`src/rtl/dm_ctrl_pkg.sv`:
```
// dm_ctrl_pkg: shared command-FSM states, abstractcs error codes and timeout default
package dm_ctrl_pkg;
  typedef enum logic [1:0] {
    IDLE = 2'd0,
    GO   = 2'd1,
    EXEC = 2'd2
  } cmd_state_e;
  typedef enum logic [2:0] {
    NONE       = 3'd0,
    BUSY       = 3'd1,
    NOTSUP     = 3'd2,
    EXCEPTION  = 3'd3,
    HALTRESUME = 3'd4,
    OTHER      = 3'd7
  } cmderr_e;
  localparam int unsigned DefaultTimeoutCycles = 1024;
endpackage

```
`src/rtl/dm_timeout_cnt.sv`:
```
// dm_timeout_cnt: clearable up-counter flagging the last allowed cycle of a wait phase
module dm_timeout_cnt #(
  parameter int unsigned Cycles = 1024
) (
  input  logic clk_i,
  input  logic rst_ni,
  input  logic clear_i,
  input  logic en_i,
  output logic expired_o
);
  localparam int unsigned W = $clog2(Cycles);
  logic [W-1:0] cnt_q;
  always_ff @(posedge clk_i or negedge rst_ni) begin
    if (!rst_ni) cnt_q <= '0;
    else if (clear_i) cnt_q <= '0;
    else if (en_i) cnt_q <= cnt_q + W'(1);
  end
  assign expired_o = en_i && cnt_q == W'(Cycles - 1);
endmodule

```
`src/rtl/dm_abs_cmd_seq.sv`:
```
// dm_abs_cmd_seq: abstract-command and resume handshake sequencer; define DM_CMD_TIMEOUT_EN for per-phase hart timeout
module dm_abs_cmd_seq
  import dm_ctrl_pkg::*;
#(
  parameter int unsigned TimeoutCycles = DefaultTimeoutCycles
) (
  input  logic       clk_i,
  input  logic       rst_ni,
  input  logic       cmd_valid_i,
  input  logic       cmd_supported_i,
  input  logic       resumereq_i,
  input  logic       clear_resumeack_i,
  input  logic       wr_halted_en_i,
  input  logic       wr_going_en_i,
  input  logic       wr_resuming_en_i,
  input  logic       wr_exception_en_i,
  output logic       go_o,
  output logic       resume_o,
  output logic       halted_o,
  output logic       resumeack_o,
  output logic       cmdbusy_o,
  output logic       cmderror_valid_o,
  output logic [2:0] cmderror_o
);
  cmd_state_e state_q, state_n;
  cmderr_e err_q, err_n;
  logic err_valid_n, err_valid_q, halted_q, resume_q, resumeack_q, go_q, busy_q;
  logic timeout, resume_go;
  if (TimeoutCycles < 2) begin : g_bad_cfg
    $error("dm_abs_cmd_seq: TimeoutCycles must be >= 2");
  end
`ifdef DM_CMD_TIMEOUT_EN
  dm_timeout_cnt #(.Cycles(TimeoutCycles)) u_timeout_cnt (
    .clk_i    (clk_i),
    .rst_ni   (rst_ni),
    .clear_i  (state_q == IDLE || state_n != state_q),
    .en_i     (state_q != IDLE),
    .expired_o(timeout)
  );
`else
  assign timeout = 1'b0;
`endif
  // a hart acknowledgment in the same cycle always beats the timeout
  always_comb begin
    state_n = state_q;
    err_valid_n = 1'b0;
    err_n = err_q;
    if (cmd_valid_i && state_q == IDLE) begin
      if (!cmd_supported_i) begin
        err_valid_n = 1'b1;
        err_n = NOTSUP;
      end else if (!halted_q) begin
        err_valid_n = 1'b1;
        err_n = HALTRESUME;
      end else begin
        state_n = GO;
      end
    end
    if (cmd_valid_i && state_q != IDLE) begin
      err_valid_n = 1'b1;
      err_n = BUSY;
    end
    if (state_q != IDLE) begin
      if (wr_exception_en_i) begin
        state_n = IDLE;
        err_valid_n = 1'b1;
        err_n = EXCEPTION;
      end else if (state_q == GO && wr_going_en_i) begin
        state_n = EXEC;
      end else if (state_q == EXEC && wr_halted_en_i) begin
        state_n = IDLE;
      end else if (timeout) begin
        state_n = IDLE;
        err_valid_n = 1'b1;
        err_n = OTHER;
      end
    end
  end
  assign resume_go = state_q == IDLE && halted_q && resumereq_i && !cmd_valid_i;
  always_ff @(posedge clk_i or negedge rst_ni) begin
    if (!rst_ni) begin
      state_q     <= IDLE;
      err_q       <= NONE;
      err_valid_q <= 1'b0;
      halted_q    <= 1'b0;
      resume_q    <= 1'b0;
      resumeack_q <= 1'b0;
      go_q        <= 1'b0;
      busy_q      <= 1'b0;
    end else begin
      state_q     <= state_n;
      err_q       <= err_n;
      err_valid_q <= err_valid_n;
      halted_q    <= wr_halted_en_i ? 1'b1 : wr_resuming_en_i ? 1'b0 : halted_q;
      resume_q    <= wr_resuming_en_i ? 1'b0 : resume_go ? 1'b1 : resume_q;
      resumeack_q <= wr_resuming_en_i ? 1'b1 : (resume_go || clear_resumeack_i) ? 1'b0 : resumeack_q;
      go_q        <= state_n == GO;
      busy_q      <= state_n != IDLE;
    end
  end
  assign go_o             = go_q;
  assign resume_o         = resume_q;
  assign halted_o         = halted_q;
  assign resumeack_o      = resumeack_q;
  assign cmdbusy_o        = busy_q;
  assign cmderror_valid_o = err_valid_q;
  assign cmderror_o       = err_q;
endmodule

```
`config.mk`:
```
export PLATFORM = sky130hd
export DESIGN_NAME = dm_abs_cmd_seq
export DESIGN_NICKNAME = d
export VERILOG_FILES = /design/src/rtl/dm_ctrl_pkg.sv /design/src/rtl/dm_timeout_cnt.sv /design/src/rtl/dm_abs_cmd_seq.sv
export SDC_FILE = /design/constraint.sdc
export NUM_CORES = 1
export LEC_CHECK = 0
export CAP_MARGIN = 10
export CORE_AREA = 2 2 39 41
export DETAILED_ROUTE_END_ITERATION = 16
export DIE_AREA = 0 0 41 43
export PLACE_DENSITY = 0.64
export SLEW_MARGIN = 10
export SYNTH_ARGS = -nofsm -noshare
export SYNTH_HDL_FRONTEND = slang
export SYNTH_HIERARCHICAL = 1
export SYNTH_SLANG_ARGS = --single-unit
```
`constraint.sdc`:
```
create_clock -name clk_i -period 1.3 [get_ports clk_i]
set_input_delay 0.26 -clock clk_i [delete_from_list [all_inputs] [get_ports clk_i]]
set_output_delay 0.26 -clock clk_i [all_outputs]
set_load 0.01 [all_outputs]
```
; ---- Word-level counts from Yosys, hierarchy flattened
; Cells that the tools add are included.
[word_totals]
regBits = 11
latchBits = 0
ram_bits = 0
rom_bits = 0
in_bits = 10
out_inout_bits = 9
memories = 0
[classes]
add_sub_neg = 0
mul = 0
div = 0
magnitude_cmp = 0
eq_ne = 3
shift = 0
mux = 25
n_bitwise = 0
n_reduce_logical = 15
[op_table]
columns = op, n
row1 = two-way mux 3 bit, 6
row2 = two-way mux 2 bit, 7
row3 = two-way mux 1 bit, 12
row4 = nonzero test 2 bit, 5
row5 = logical AND 1 bit, 7
row6 = equality test 2 x 1 -> 1 bit (second input constant), 2
row7 = equality test 2 bit (second input constant), 1
row8 = zero test 2 bit, 1
row9 = zero test 1 bit, 1
row10 = logical OR 1 bit, 1

; ---- Longest topological paths before layout
; Gate-level depths: netlist of the first run.
[logic_depth]
ltp_word = 8
ltp_mapped = 3
mapped_depth_nobuf = 3

; ---- Worst setup path after synthesis of the first run
; No wires, ideal clock.
[synth_timing]
path_kind = reg2reg
startpoint = reg state_q[0]
endpoint = reg err_q[1], in the netlist cmderror_o[1]
setup_time_ns = 0.126
t_arrival_ns = 0.974
slack_ns = 0.200
stages_incl_launch_ff = 3
synth_period_minus_slack_ns = 1.100
path_cell_list = dfrtp_1 -> or2_4 -> a221o_1
[synth_via]
elab_chain_cells = 6
elab_cells_between_ends = 8
cone_classes = 4 x mux / 4 x reduce/logical
[synth_rtl]
columns = element, line_no
row1 = start: declaration, dm_abs_cmd_seq.sv:25  ; cmd_state_e state_q, state_n;
row2 = start signal: assignment, dm_abs_cmd_seq.sv:91  ; state_q <= state_n;
row3 = zero test 2 bit, dm_abs_cmd_seq.sv:48  ; if (cmd_valid_i && state_q == IDLE) begin
row4 = logical AND 1 bit, dm_abs_cmd_seq.sv:48
row5 = two-way mux 3 bit, dm_abs_cmd_seq.sv:48
row6 = two-way mux 3 bit, dm_abs_cmd_seq.sv:59  ; if (cmd_valid_i && state_q != IDLE) begin
row7 = two-way mux 3 bit, dm_abs_cmd_seq.sv:64  ; if (wr_exception_en_i) begin
row8 = two-way mux 3 bit (*), dm_abs_cmd_seq.sv:63  ; if (state_q != IDLE) begin
row9 = via err_n[1], dm_abs_cmd_seq.sv:26  ; cmderr_e err_q, err_n;
row10 = end signal: assignment, dm_abs_cmd_seq.sv:92  ; err_q <= err_n;
row11 = end: declaration, dm_abs_cmd_seq.sv:26
; Mark *: on every way through the listed nets, which the timed path passes. The rest lies on a longest branch.
; A chain may end at the register's enable or synchronous reset.

; ---- Worst setup path in the final report of the first run
[layout_timing]
startpoint = reg err_q[0], in the netlist cmderror_o[0]
endpoint = out cmderror_o[0]
[layout_lines]
columns = element, line_no
row1 = end: declaration, dm_abs_cmd_seq.sv:23  ; output logic [2:0] cmderror_o
; No word-level cell between the ends.

==> flow_metrics.py, run 1 <==
metrics = {
    "floorplan": {
        "dieArea_um2": 1760,
        "ios": 19,
        "initial_core_util_pct": 33.3,
        "die_y_um": 43,
        "rows": 14,
        "core-area_um2": 1380,
        "die_w_um": 41,
    },
    "drt": {
        "num_vias": 416,
        "drt_iter0_drc": 3,
        "drt-total-wl_um": 964,
        "wire_per_inst_um": 11.6,
        "dr.pass1.iters": 2,
        "avgViaCountPerCell": 5.01,
        "drc": 0,
        "drtAntennaViolNets": 0,
    },
    "yosys": {
        "synthesis.nets": 53,
        "synth-seq-area-share_pct": 59.8,
        "yosys_warnings": 6,
        "ys_seq_elements": 11,
        "syn_avg_cell_area_um2": 10.7,
        "syn_area_um2": 460,
        "netlist_instances": 43,
        "yosysUniqueCellTypes": 17,
    },
    "global_routing": {
        "gr-total-overflow": 0,
        "busiest_layer": "met1",
        "grt_pass1_vias": 357,
        "grt_use_met3_pct": 7.85,
        "use_met1_pct": 19.3,
        "grtUsageMet2_pct": 19.1,
        "antenna_found_initial": 0,
        "track_usage_pct": 14.8,
        "grt_max_degree": 12,
        "grt_pass1_wl_mm": 1.61,
    },
    "cts": {
        "cts_root_buf": "clkbuf_4",
        "clock_sinks": 11,
        "cts-buffers-inserted": 3,
        "tritoncts": "done",
        "clock_latency_ns": 0.27,
        "h-tree-depth": 1,
        "clkTransAtPathRegs_ns": 0.07,
        "cts_hold_buf": 0,
        "clk_path_buf_depth": 2,
        "postCtsSetupRepairBufs": 0,
    },
    "finish": {
        "area_growth_syn_to_layout_pct": 50.5,
        "fin_cells": 83,
        "num_antenna_cells": 0,
        "nFillCells": 147,
        "post-route-util_pct": 50.1,
        "multi_input_area_um2": 173,
        "regArea_um2": 275,
        "drive_above_1_share_pct": 13.4,
        "final_nets": 78,
    },
    "power": {
        "power_density_nw_per_um2": 1190,
        "vdd_drop_max_mv": 0.594,
        "p_leak_nw": 0.334,
        "p_total_mw": 0.825,
    },
    "timing": {
        "fmax_ghz": 0.828,
        "fin_crit_sh_pct": 92.9,
        "fin_hold_ws_ns": 0.278,
        "timing.final.hold_violations": 0,
        "setup_violations": 0,
        "tns_ns": 0,
        "fin_skew_ns": 0.00129,
        "maxSlewViolCount": 0,
        "period_needed_ns": 1.21,
        "rsz0062_at_grt": "false",
        "slew_headroom_pct": 84.4,
        "worst_slew_pin_slew_ns": 0.234,
    },
    "run_status": {
        "outcome": "finished, final reports clean",
    },
    "setup_path": {
        "crit_slowest_cell": "dfrtp_1",
        "startpoint_type": "flip-flop",
        "critical_path_required_ns": 1.04,
        "max_stage_delay_ns": 0.39,
        "cp_num_buf_inv": 1,
        "crit_family": "flip-flops",
        "arrival_ns": 0.95,
        "crit_type": "reg -> out",
        "crit_fanout": 3,
        "critical_path.cell_chain": "dlygate4sd2_1",
        "crit_path_end_kind": "primary output",
    },
    "place": {
        "routabilityCongestion": 0.741,
        "dp_hpwl_um": 764,
        "dp_cells": 79,
        "port_buffers": 18,
    },
    "job": {
        "maxCapViolations": 0,
    },
    "hold_path": {
        "hold_class": "in -> async",
    },
}
## registers in the layout (all words and copies together) (netlist names)
signal            flops
cmdbusy_o             1
cmderror_o            3
cmderror_valid_o      1
go_o                  1
halted_o              1
resume_o              1
resumeack_o           1
state_q               2
## what timing repair did
item,4_1_cts,5_1_grt
resized for setup,9,1
hold endpoints to repair,0,0
pin swaps,0,0
endpoints found under the setup margin,9,1
## routing by layer
layer  vias up  routed length [um]
met4         0                  15
met2        14                 471
met3         4                  66
li1        202                   -
met1       196                 411
met5         -                   0
## cells by family (layout without fill, tap and decap cells)
| logic type | count (synthesis) | count (layout) | synth area share, % |
|---|---|---|---|
| flops | 11 | 11 | 59.8 |
| buf+inv | 4 | 28 | 3.26 |
| simple gates | 13 | 13 | 16.0 |
| compound gates | 15 | 15 | 20.9 |
## through the flow
step | instance area (um2) | worst slack [ns]
after floorplan | 460 | 0.200
after global placement | 676 | -0.116
after detailed placement | 676 | -0.130
after CTS | 691 | 0.0794
after global routing | 693 | 0.0444
final | 693 | 0.0919
## report_power, final
group	internal, mW	leakage (nW)	switching, mW
registers	0.383	0.137	0.0242
clock network	0.119	0.0150	0.110
logic	0.105	0.182	0.0841
## synth_stat cells
master | n | area (um2)
inv_1 | 4 | 15.0
or2_4 | 1 | 8.76
o21ai_0 | 4 | 20.0
nand2b_1 | 3 | 18.8
nor2_1 | 4 | 15.0
nand4_1 | 1 | 6.26
dfrtp_1 | 11 | 275
a21bo_2 | 1 | 10.0
nor3_1 | 1 | 5.00
a32o_1 | 1 | 10.0
a31o_2 | 1 | 8.76
nand4b_1 | 1 | 8.76
a221o_1 | 1 | 10.0
nand2_1 | 1 | 3.75
nand3b_1 | 1 | 7.51
a21oi_1 | 6 | 30.0
a21o_1 | 1 | 7.51
## path summary, 6_finish.rpt
path	endpoint	depth (start not counted)	slack [ns]	startpoint
min reg2reg	cmderror_o[1]	1	0.51	cmderror_o[1]
min	state_q[0]	2	0.28	rst_ni
max	cmderror_o[0]	1	0.09	cmderror_o[0]
max in group asynchronous	cmderror_o[0]	2	0.88	rst_ni
max reg2reg	cmderror_o[1]	2	0.14	state_q[0]
min in group clk_i	cmderror_o[1]	1	0.51	cmderror_o[1]
## cell type report
type                            instances  share of cell area (%)
Tap cell                               16                    2.89
Inverter                                4                    2.17
Clock buffer                            4                    3.79
Timing Repair Buffer                   20                    26.5
Multi-Input combinational cell         28                    24.9
Sequential cell                        11                    39.7
## placed cells by master, fill, tap and decap left out
cell type and instances:
dfrtp_1 11, clkdlybuf4s50_1 9, dlygate4sd2_1 9, a21oi_1 6
inv_1 4, o21ai_0 4, nand2b_1 3, nor2_1 3
clkbuf_4 3, buf_4 2, nor2_2 1, nand4_1 1
nand3b_1 1, nand2_1 1, or2_4 1, a221o_1 1
a21bo_2 1, nor3_1 1, a21o_1 1, a32o_1 1
nand4b_1 1, a31o_2 1, clkbuf_1 1
No activity file was read; power rests on OpenSTA's default activity.
==> run 2, diff against run 1 <==
- DONT_BUFFER_PORTS: not set -> 1
- PLACE_DENSITY: 0.64 -> 0.45
- SKIP_LAST_GASP: not set -> 1
==> flow_metrics.py, run 2 (synthesized netlist as in run 1, its figures left out) <==
metrics = {
    "run_status": {
        "outcome": "finished, final reports clean",
    },
    "finish": {
        "area_growth_syn_to_layout_pct": 13.9,
        "largest_reg_flops": 3,
        "fin_cells": 65,
        "num_antenna_cells": 0,
        "layout_commonest_cell": "dfrtp_1",
        "nFillCells": 144,
        "final_nets": 60,
        "final_cell_mix": "dfrtp_1, a21oi_1, nor2_1, inv_1, o21ai_0",
        "drive_above_1_share_pct": 14.3,
        "post-route-util_pct": 37.9,
    },
    "cts": {
        "clk_path_buf_depth": 2,
        "clkTransAtPathRegs_ns": 0.06,
        "tritoncts": "done",
        "cts-buffers-inserted": 3,
        "clock_latency_ns": 0.26,
        "cts_root_buf": "clkbuf_4",
        "h-tree-depth": 1,
        "cts-resized-gates": 0,
        "clock_sinks": 11,
    },
    "floorplan": {
        "core-area_um2": 1380,
        "die_y_um": 43,
        "rows": 14,
        "ios": 19,
        "initial_core_util_pct": 33.3,
        "dieArea_um2": 1760,
        "die_w_um": 41,
    },
    "setup_path": {
        "reg2reg_setup_slack_ns": 0.15,
        "critical_path_required_ns": 1.44,
        "crit_type": "reg -> reg",
        "crit_path_end_kind": "flip-flop",
        "arrival_ns": 1.29,
        "r2r_cells": 2,
        "worstReg2RegStart": "state_q[0]",
        "startpoint_type": "flip-flop",
        "crit_fanout": 5,
        "r2r-end": "cmderror_o[1]",
    },
    "place": {
        "port_buffers": 0,
        "dp_hpwl_um": 784,
        "dp_cells": 60,
        "routabilityCongestion": 0.782,
    },
    "drt": {
        "drt_iter0_drc": 11,
        "avgViaCountPerCell": 5.32,
        "drc": 0,
        "dr.pass1.iters": 4,
        "wire_per_inst_um": 15.1,
        "drtAntennaViolNets": 0,
        "drt-total-wl_um": 982,
        "num_vias": 346,
    },
    "timing": {
        "setup_violations": 0,
        "worst_slew_pin_slew_ns": 0.493,
        "slew_headroom_pct": 67.0,
        "maxSlewViolCount": 0,
        "fin_skew_ns": 0.000337,
        "timing.final.hold_violations": 0,
        "tns_ns": 0,
        "rsz0062_at_grt": "false",
        "period_needed_ns": 1.15,
        "fmax_ghz": 0.871,
        "fin_crit_sh_pct": 88.3,
    },
    "power": {
        "vdd_drop_max_mv": 0.654,
        "p_leak_nw": 0.243,
        "power_density_nw_per_um2": 1420,
        "p_total_mw": 0.745,
    },
    "global_routing": {
        "grt_pass1_vias": 361,
        "antenna_found_initial": 0,
        "gr-total-overflow": 0,
        "track_usage_pct": 13.6,
        "grt_max_degree": 12,
        "grt_pass1_wl_mm": 1.56,
    },
    "hold_path": {
        "worstHoldPathCells": 1,
        "hold_class": "in -> reg",
        "hp-start": "wr_resuming_en_i",
        "hold_end": "resume_o",
    },
    "job": {
        "maxCapViolations": 0,
    },
}
## run 2: cell types whose count changed in the layout (fill, tap and decap cells not counted), sizes merged
cell / change
dlygate4sd3: +1
clkdlybuf4s50: -9
buf: -1
dlygate4sd2: -9
## run 2: timing repair
| item | 4_1_cts | 5_1_grt |
|---|---|---|
| hold buffers | 1 | 0 |
| setup buffers | 0 | 0 |
| hold endpoints to repair | 11 | 0 |
## run 2: report_power, final
part           internal [mW]  switching (mW)  total, mW
Clock                  0.118           0.102      0.221
Combinational         0.0483          0.0424     0.0907
Sequential             0.383          0.0509      0.434
## run 2: layout make-up
type | instances | area, um2 | share of cell area (%)
multi-input combinational | 28 | 170 | 32.5
tap | 16 | 20.0 | 3.82
clock buffer | 4 | 26.3 | 5.01
sequential | 11 | 275 | 52.5
timing repair buffer | 2 | 17.5 | 3.34
inverter | 4 | 15.0 | 2.86
## run 2: how the worst max path moves through the flow
stage               slack [ns]  depth (start not counted)       start            end
floorplan                 0.20                          2  state_q[0]  cmderror_o[1]
global placement          0.18                          2  state_q[0]  cmderror_o[1]
detailed placement        0.16                          2  state_q[0]  cmderror_o[1]
CTS                       0.14                          2  state_q[0]  cmderror_o[1]
global route              0.09                          4  state_q[1]           go_o
finish                    0.15                          2  state_q[0]  cmderror_o[1]
## run 2: layer usage
metal	up-vias	wire length (um)	GRT usage [%]
li1	165	-	-
met1	167	365	13.7
met2	14	537	21.3
met3	0	79	8.38
met4	0	0	6.00
met5	-	0	0
## run 2: through the flow
stage	instance area (um2)	worst slack, ns	hold WS [ns]
global route	524	0.0883	0.0360
CTS	524	0.144	0.0432
floorplan	460	0.200	-0.0356
finish	524	0.152	0.0540
global placement	488	0.181	-0.0354
detailed placement	488	0.162	-0.0353
## run 2: worst max-delay path: stages, from the launching register on
cell and delay, ns:
dfrtp_1 0.42, or2_4 0.28, a221o_1 0.34
